### config.mk
export PLATFORM = sky130hd
export DESIGN_NAME = updown_mod_counter
export DESIGN_NICKNAME = d
export VERILOG_FILES = /design/src/rtl/updown_mod_counter.sv
export SDC_FILE = /design/constraint.sdc
export NUM_CORES = 1
export LEC_CHECK = 0
export ABC_AREA = 1
export CORE_ASPECT_RATIO = 2
export CORE_MARGIN = 2
export CORE_UTILIZATION = 29
export CTS_BUF_LIST = sky130_fd_sc_hd__clkbuf_8 sky130_fd_sc_hd__clkbuf_16
export DETAILED_ROUTE_END_ITERATION = 8
export PLACE_DENSITY = 0.55
export RECOVER_POWER = 25
export SETUP_SLACK_MARGIN = 0.3
export SLEW_MARGIN = 20
export SYNTH_ARGS = -nofsm -noshare
export SYNTH_HDL_FRONTEND = slang
export SYNTH_SLANG_ARGS = --single-unit
### constraint.sdc
create_clock -name clk -period 4 [get_ports clk]
set_input_delay 0.8 -clock clk [delete_from_list [all_inputs] [get_ports clk]]
set_output_delay 0.8 -clock clk [all_outputs]
set_load 0.02 [all_outputs]
### src/rtl/updown_mod_counter.sv
// Parametrised modulo-N up/down counter with load, terminal-count and wrap pulse.
// Define COUNTER_SATURATE_EN to hold at the range ends instead of wrapping.
module updown_mod_counter #(
  parameter int WIDTH     = 8,
  parameter int MODULO    = 256,
  parameter int RESET_VAL = 0
) (
  input  logic             clk,
  input  logic             reset,
  input  logic             en,
  input  logic             up_dn,
  input  logic             load,
  input  logic [WIDTH-1:0] load_val,
  output logic [WIDTH-1:0] count,
  output logic             tc,
  output logic             wrap
);

  localparam logic [WIDTH-1:0] MAX_VAL = WIDTH'(MODULO - 1);
  localparam logic [WIDTH-1:0] RST_VAL = WIDTH'(RESET_VAL);

  generate
    if ((WIDTH < 2) || (MODULO < 2) ||
        ((WIDTH < 31) && (MODULO > (1 << WIDTH))) ||
        (RESET_VAL < 0) || (RESET_VAL >= MODULO)) begin : g_bad_params
      $error("updown_mod_counter: illegal WIDTH/MODULO/RESET_VAL combination");
    end
  endgenerate

  logic [WIDTH-1:0] next_count;
  logic             next_wrap;
  logic             at_top;
  logic             at_bot;

  // Range ends are found by compare so MODULO == 2**WIDTH behaves like any other modulus.
  assign at_top = (count == MAX_VAL);
  assign at_bot = (count == '0);
  assign tc     = up_dn ? at_top : at_bot;

  always_comb begin
    next_count = count;
    next_wrap  = 1'b0;
    if (load) begin
      next_count = (load_val > MAX_VAL) ? MAX_VAL : load_val;
    end else if (en) begin
      if (up_dn) begin
        if (at_top) begin
`ifdef COUNTER_SATURATE_EN
          next_count = count;
`else
          next_count = '0;
`endif
          next_wrap  = 1'b1;
        end else begin
          next_count = count + 1'b1;
        end
      end else begin
        if (at_bot) begin
`ifdef COUNTER_SATURATE_EN
          next_count = count;
`else
          next_count = MAX_VAL;
`endif
          next_wrap  = 1'b1;
        end else begin
          next_count = count - 1'b1;
        end
      end
    end
  end

  always_ff @(posedge clk) begin
    if (reset) begin
      count <= RST_VAL;
      wrap  <= 1'b0;
    end else begin
      count <= next_count;
      wrap  <= next_wrap;
    end
  end

endmodule

==> results.sh, run 1 <==
export IMPL_status="finished clean"
export IMPL_fin_nets=177
export IMPL_critPathCaptureType="primary output"
export IMPL_maxCapViolCount=0
export IMPL_hpwlAfterDp_um=2160
export IMPL_grt_pass1_vias=932
export IMPL_slew_viol_final=0
export IMPL_synth_fa_ha_area_frac=0.0460
export IMPL_area_delta_synth_final_pct=33.9
export IMPL_grt_util_all_layers=0.166
export IMPL_crit_path_start="up_dn"
export IMPL_skew_ns=0.00314
export IMPL_peakVddDrop_uv=173
export IMPL_cts_made_buffers=3
export IMPL_dieWidth_um=41.5
export IMPL_syn_area_sq_um=816
export IMPL_cp_max_fo=9
export IMPL_min_period_ns=3.25
export IMPL_synth_top_family_by_area="simple AND/OR/NAND/NOR gates"
export IMPL_max_clock_freq_mhz=308
export IMPL_min_from="count[1]"
export IMPL_gr_total_overflow=0
export IMPL_synth_top_area_share=0.221
export IMPL_ys_ff_latch=9
export IMPL_clock_sinks=9
export IMPL_powerDensity_nw_per_um2=311
export IMPL_cp_start_kind="primary input"
export IMPL_maxSlewHeadroom=0.763
export IMPL_fin_setup_tns_ns=0
export IMPL_synth_compound_area_frac=0.189
export IMPL_worst_slew_pin_slew_ns=0.355
export IMPL_vias=952
export IMPL_insertedDiodeCount=0
export IMPL_yosys_warnings=0
export IMPL_cellLeakagePower_nw=0.484
export IMPL_synthCells=137
export IMPL_rr_startpoint="count[0]"
export IMPL_cp_arrival_ns=2.45
export IMPL_n_fill_cell=316
export IMPL_ios=23
export IMPL_cts_buffer_depth=2
export IMPL_r2r_cells=8
export IMPL_h_tree_depth=1
export IMPL_r2r_end="count[4]"
export IMPL_ys_types=23
export IMPL_setup_violations=0
export IMPL_post_cts_repair_setup_buffers=0
export IMPL_drive_gt1_frac=0.0750
export IMPL_drc_errors=0
export IMPL_postRouteWirelength_um=2620
export IMPL_clk_latency_ns=0.24
export IMPL_hold_end="count[1]"
export IMPL_fin_crit_sh=0.811
export IMPL_cts_resized=0
export IMPL_post_dp_cell_area_sq_um=1050
export IMPL_whs_path_depth=2
export IMPL_syn_mean_instance_area_sq_um=5.95
export IMPL_layout_commonest_cell="nand2_1"
export IMPL_cts_root_buffer="clkbuf_8"
export IMPL_r2r_slack_ns=2.34
export IMPL_yosysSeqAreaShare=0.221
export IMPL_start_util=0.302
export IMPL_yosys_area_share_simple=0.419
export IMPL_drt_pass1_iterations=4
export IMPL_fin_util=0.404
export IMPL_drt_initial_drc_count=11
export IMPL_rows=27
export IMPL_clk_pin_slew_worst_paths_ns=0.04
export IMPL_synth_mux_area_frac=0
export IMPL_via_per_inst=5.04
export IMPL_core_area_sq_um=2700
export IMPL_grt_max_degree=11
export IMPL_cts_tree="built"
export IMPL_min_path_type="reg2reg"
export IMPL_rsz0062_at_grt="false"
export IMPL_portBuffers=22
export IMPL_antenna_left=0
export IMPL_avgRoutedWirePerCell_um=13.8
export IMPL_antenna_found_initial=0
export IMPL_crit_type="in2out"
export IMPL_synth_nets=153
export IMPL_hold_viol=0
export IMPL_place_congestion=0.931
export IMPL_grt_pass1_wl_um=4150
export IMPL_synthXorXnorAreaFrac=0.0215
export IMPL_cts_hold_buf=0
export IMPL_die_h_um=79.0
export IMPL_synth_top_cell_by_area="dfxtp_1"
export IMPL_final_cell_mix="nand2_1 (40), clkdlybuf4s50_1 (20), inv_1 (18)"
export IMPL_die_area_sq_um=3280
export IMPL_worstPathRequired_ns=3.20
export IMPL_design_area_sq_um=1090
export IMPL_ys_top_cells_by_area="dfxtp_1 (22%), nand2_1 (18%), nand3_1 (8.0%)"
==> how the worst max path moves through the flow <==
stage          endpoint  slack [ns]  cells past startpoint
6_report             tc        0.75                      5
5_1_grt              tc        0.64                      5
4_1_cts              tc        0.92                      5
3_5_place_dp         tc        0.93                      5
3_3_place_gp         tc        0.93                      5
2_1_floorplan        tc        1.99                      5
==> cell usage after synthesis, drive strengths merged <==
cell,count
o21ai,8
buf,2
nand4,2
dfxtp,9
a21oi,10
nor2,20
a22oi,1
clkbuf,1
a31oi,3
nand3,13
nand2,43
inv,17
o221ai,3
xnor2,1
ha,3
xor2,1
==> state kept, by name, indices dropped and copies added (netlist names) <==
name / flops
wrap: 1
count: 8
==> through the flow <==
step / hold slack [ns] / setup WS, ns / power [mW] / instances
global route: 0.625 / 0.644 / 0.359 / 189
floorplan: 0.589 / 1.99 / 0.187 / 137
finish: 0.593 / 0.754 / 0.340 / 189
global placement: 0.577 / 0.934 / 0.236 / 185
CTS: 0.593 / 0.921 / 0.342 / 189
detailed placement: 0.583 / 0.929 / 0.236 / 185
==> power breakdown <==
group          leakage, nW  internal (mW)  switching, mW
sequential          0.0745         0.0972         0.0166
clock               0.0269         0.0671         0.0391
combinational        0.383         0.0505         0.0691
==> logic make-up (layout without fill, tap and decap cells) <==
logic type / count (synthesis) / in the layout
compound gates: 25 / 25
xor+xnor: 2 / 2
simple gates: 78 / 78
fa+ha+maj: 3 / 3
buf+inv: 20 / 43
flops: 9 / 9
==> critical path, stage by stage <==
cell	delay [ns]
dlygate4sd3_1	0.62
inv_1	0.23
nand2_1	0.10
nand2_1	0.08
clkdlybuf4s50_1	0.60
==> layer usage <==
metal / wire, um / up-vias / GRT usage
met2: 1490 / 25 / 0.322
met4: 121 / 0 / 0.110
met3: 77 / 11 / 0.0205
met1: 924 / 425 / 0.154
li1: - / 491 / -
met5: 0 / - / 0
==> final cells by class <==
class | count | area, sq um | share of cell area
timing repair buffer | 22 | 220 | 0.202
inverter | 17 | 63.8 | 0.0584
sequential | 9 | 180 | 0.165
clock buffer | 3 | 41.3 | 0.0378
multi-input combinational | 108 | 547 | 0.501
tap | 29 | 36.3 | 0.0332
clock inverter | 1 | 3.75 | 0.00344
Note: power is estimated with default switching activity, not from simulation.
==> inputs of run 2 (changes only) <==
- clock period: 4 -> 3.1 ns (I/O delays scaled with it)
==> run 2 against run 1 <==
Worst setup slack worse by 0.41 ns. Global-route usage rose by 0.34 points. Sequential power is 29% higher. Clock-buffer cell count did not move. Largest cell class unchanged. Clock skew down 0.0023 ns. Cell area rose by 1.4%. Sequential cell count did not move. First-iteration DRC count up 45%. Total power rose by 30%. Non-clock buffer count rose by 2. Final cell count up 1.1%. Clock power is 29% higher.
==> results.sh, run 2 (synthesized netlist as in run 1, its figures left out) <==
export IMPL_rsz0062_at_grt="false"
export IMPL_n_fill_cell=322
export IMPL_clk_latency_ns=0.24
export IMPL_clk_pin_slew_worst_paths_ns=0.05
export IMPL_largest_register="count"
export IMPL_max_clock_freq_mhz=362
export IMPL_antenna_found_initial=0
export IMPL_dpl_cell_count=185
export IMPL_cts_root_buffer="clkbuf_8"
export IMPL_hold_viol=0
export IMPL_cts_made_buffers=3
export IMPL_fin_util=0.410
export IMPL_fin_nets=179
export IMPL_grt_max_degree=11
export IMPL_vias=965
export IMPL_skew_ns=0.000833
export IMPL_status="finished clean"
export IMPL_clock_sinks=9
export IMPL_seqCellArea_sq_um=180
export IMPL_ios=23
export IMPL_whs_ns=0.588
export IMPL_cp_start_kind="primary input"
export IMPL_layout_commonest_cell="nand2_1"
export IMPL_maxCapViolCount=0
export IMPL_cp_arrival_ns=2.14
export IMPL_via_per_inst=5.05
export IMPL_die_area_sq_um=3280
export IMPL_multi_input_area_sq_um=547
export IMPL_top_regs="count x8, wrap x1"
export IMPL_slew_viol_final=0
export IMPL_layout_setup_ws_ns=0.341
export IMPL_cp_max_fo=6
export IMPL_avgRoutedWirePerCell_um=14.0
export IMPL_cts_tree="built"
export IMPL_drt_pass1_iterations=6
export IMPL_hpwlAfterDp_um=2180
export IMPL_stdcell_count=191
export IMPL_drt_initial_drc_count=16
export IMPL_antenna_left=0
export IMPL_gr_total_overflow=0
export IMPL_grt_util_all_layers=0.170
export IMPL_rows=27
export IMPL_largest_reg_flops=8
export IMPL_worstPathRequired_ns=2.48
export IMPL_worstPathCellList="dlygate4sd3_1 -> nand3_1 -> nand2_1 -> clkdlybuf4s50_1"
export IMPL_setup_violations=0
export IMPL_fin_crit_sh=0.890
export IMPL_slowest_delay_ns=0.67
export IMPL_min_period_ns=2.76
export IMPL_portBuffers=22
export IMPL_grt_pass1_wl_um=4200
export IMPL_powerDensity_nw_per_um2=398
export IMPL_crit_path_top_delay_cell="dlygate4sd3_1"
export IMPL_peakVddDrop_uv=240
export IMPL_cp_top_family="buffers and inverters"
export IMPL_power_uw=441
export IMPL_h_tree_depth=1
export IMPL_insertedDiodeCount=0
export IMPL_final_cell_mix="nand2_1 (40), clkdlybuf4s50_1 (19), inv_1 (17)"
export IMPL_start_util=0.302
export IMPL_path_buf_inv=2
export IMPL_dieWidth_um=41.5
export IMPL_crit_type="in2out"
export IMPL_cellLeakagePower_nw=0.493
export IMPL_postRouteWirelength_um=2680
export IMPL_drc_errors=0
export IMPL_cts_buffer_depth=2
export IMPL_grt_pass1_vias=899
export IMPL_fin_setup_tns_ns=0
export IMPL_area_delta_synth_final_pct=35.7
export IMPL_die_h_um=79.0
export IMPL_drive_gt1_frac=0.0926
export IMPL_place_congestion=0.919
export IMPL_critPathCaptureType="primary output"
export IMPL_design_area_sq_um=1110
export IMPL_worst_slew_pin_slew_ns=0.355
export IMPL_core_area_sq_um=2700
export IMPL_pre_cts_slack_ns=0.372
export IMPL_min_path_type="reg2reg"
export IMPL_maxSlewHeadroom=0.763
export IMPL_post_dp_cell_area_sq_um=1050
[run 2: timing repair]
action                     4_1_cts  5_1_grt
hold buffers                     0        0
setup buffers                    0        2
gates resized for setup          0        0
setup endpoints to repair        0        1
[run 2: layout make-up]
| class | count | share of cell area |
|---|---|---|
| clock buffer | 3 | 0.0373 |
| inverter | 17 | 0.0576 |
| sequential | 9 | 0.163 |
| timing repair buffer | 24 | 0.212 |
| multi-input combinational | 108 | 0.494 |
| tap | 29 | 0.0328 |
| clock inverter | 1 | 0.00339 |
[run 2: routing by layer]
| layer | part of all wire | up-vias | GRT usage |
|---|---|---|---|
| li1 | - | 496 | - |
| met1 | 0.36 | 437 | 0.161 |
| met2 | 0.59 | 25 | 0.345 |
| met3 | 0.019 | 7 | 0.00909 |
| met4 | 0.030 | 0 | 0.0839 |
| met5 | 0 | - | 0 |
[run 2: worst paths after layout]
path | cells past startpoint | startpoint | end | slack, ns
worst min register to register | 2 | count[5] | count[5] | 0.59
worst max register to register | 8 | count[0] | count[6] | 1.41
worst min-delay path | 2 | count[5] | count[5] | 0.59
worst max-delay path | 4 | up_dn | tc | 0.34
[run 2: worst reg2reg max path, cell delays in order (launching register included)]
cell and delay [ns]:
dfxtp_1 0.45, inv_1 0.13, ha_1 0.21, nand2_1 0.11, nor2_4 0.06, a21oi_1 0.28
nand3_1 0.13, nand2_1 0.12, a21oi_1 0.07
[run 2: report_power, final]
part           switching, mW  internal [mW]  leakage (nW)
sequential            0.0217          0.125        0.0745
combinational         0.0900         0.0666         0.392
clock                 0.0504         0.0866        0.0269
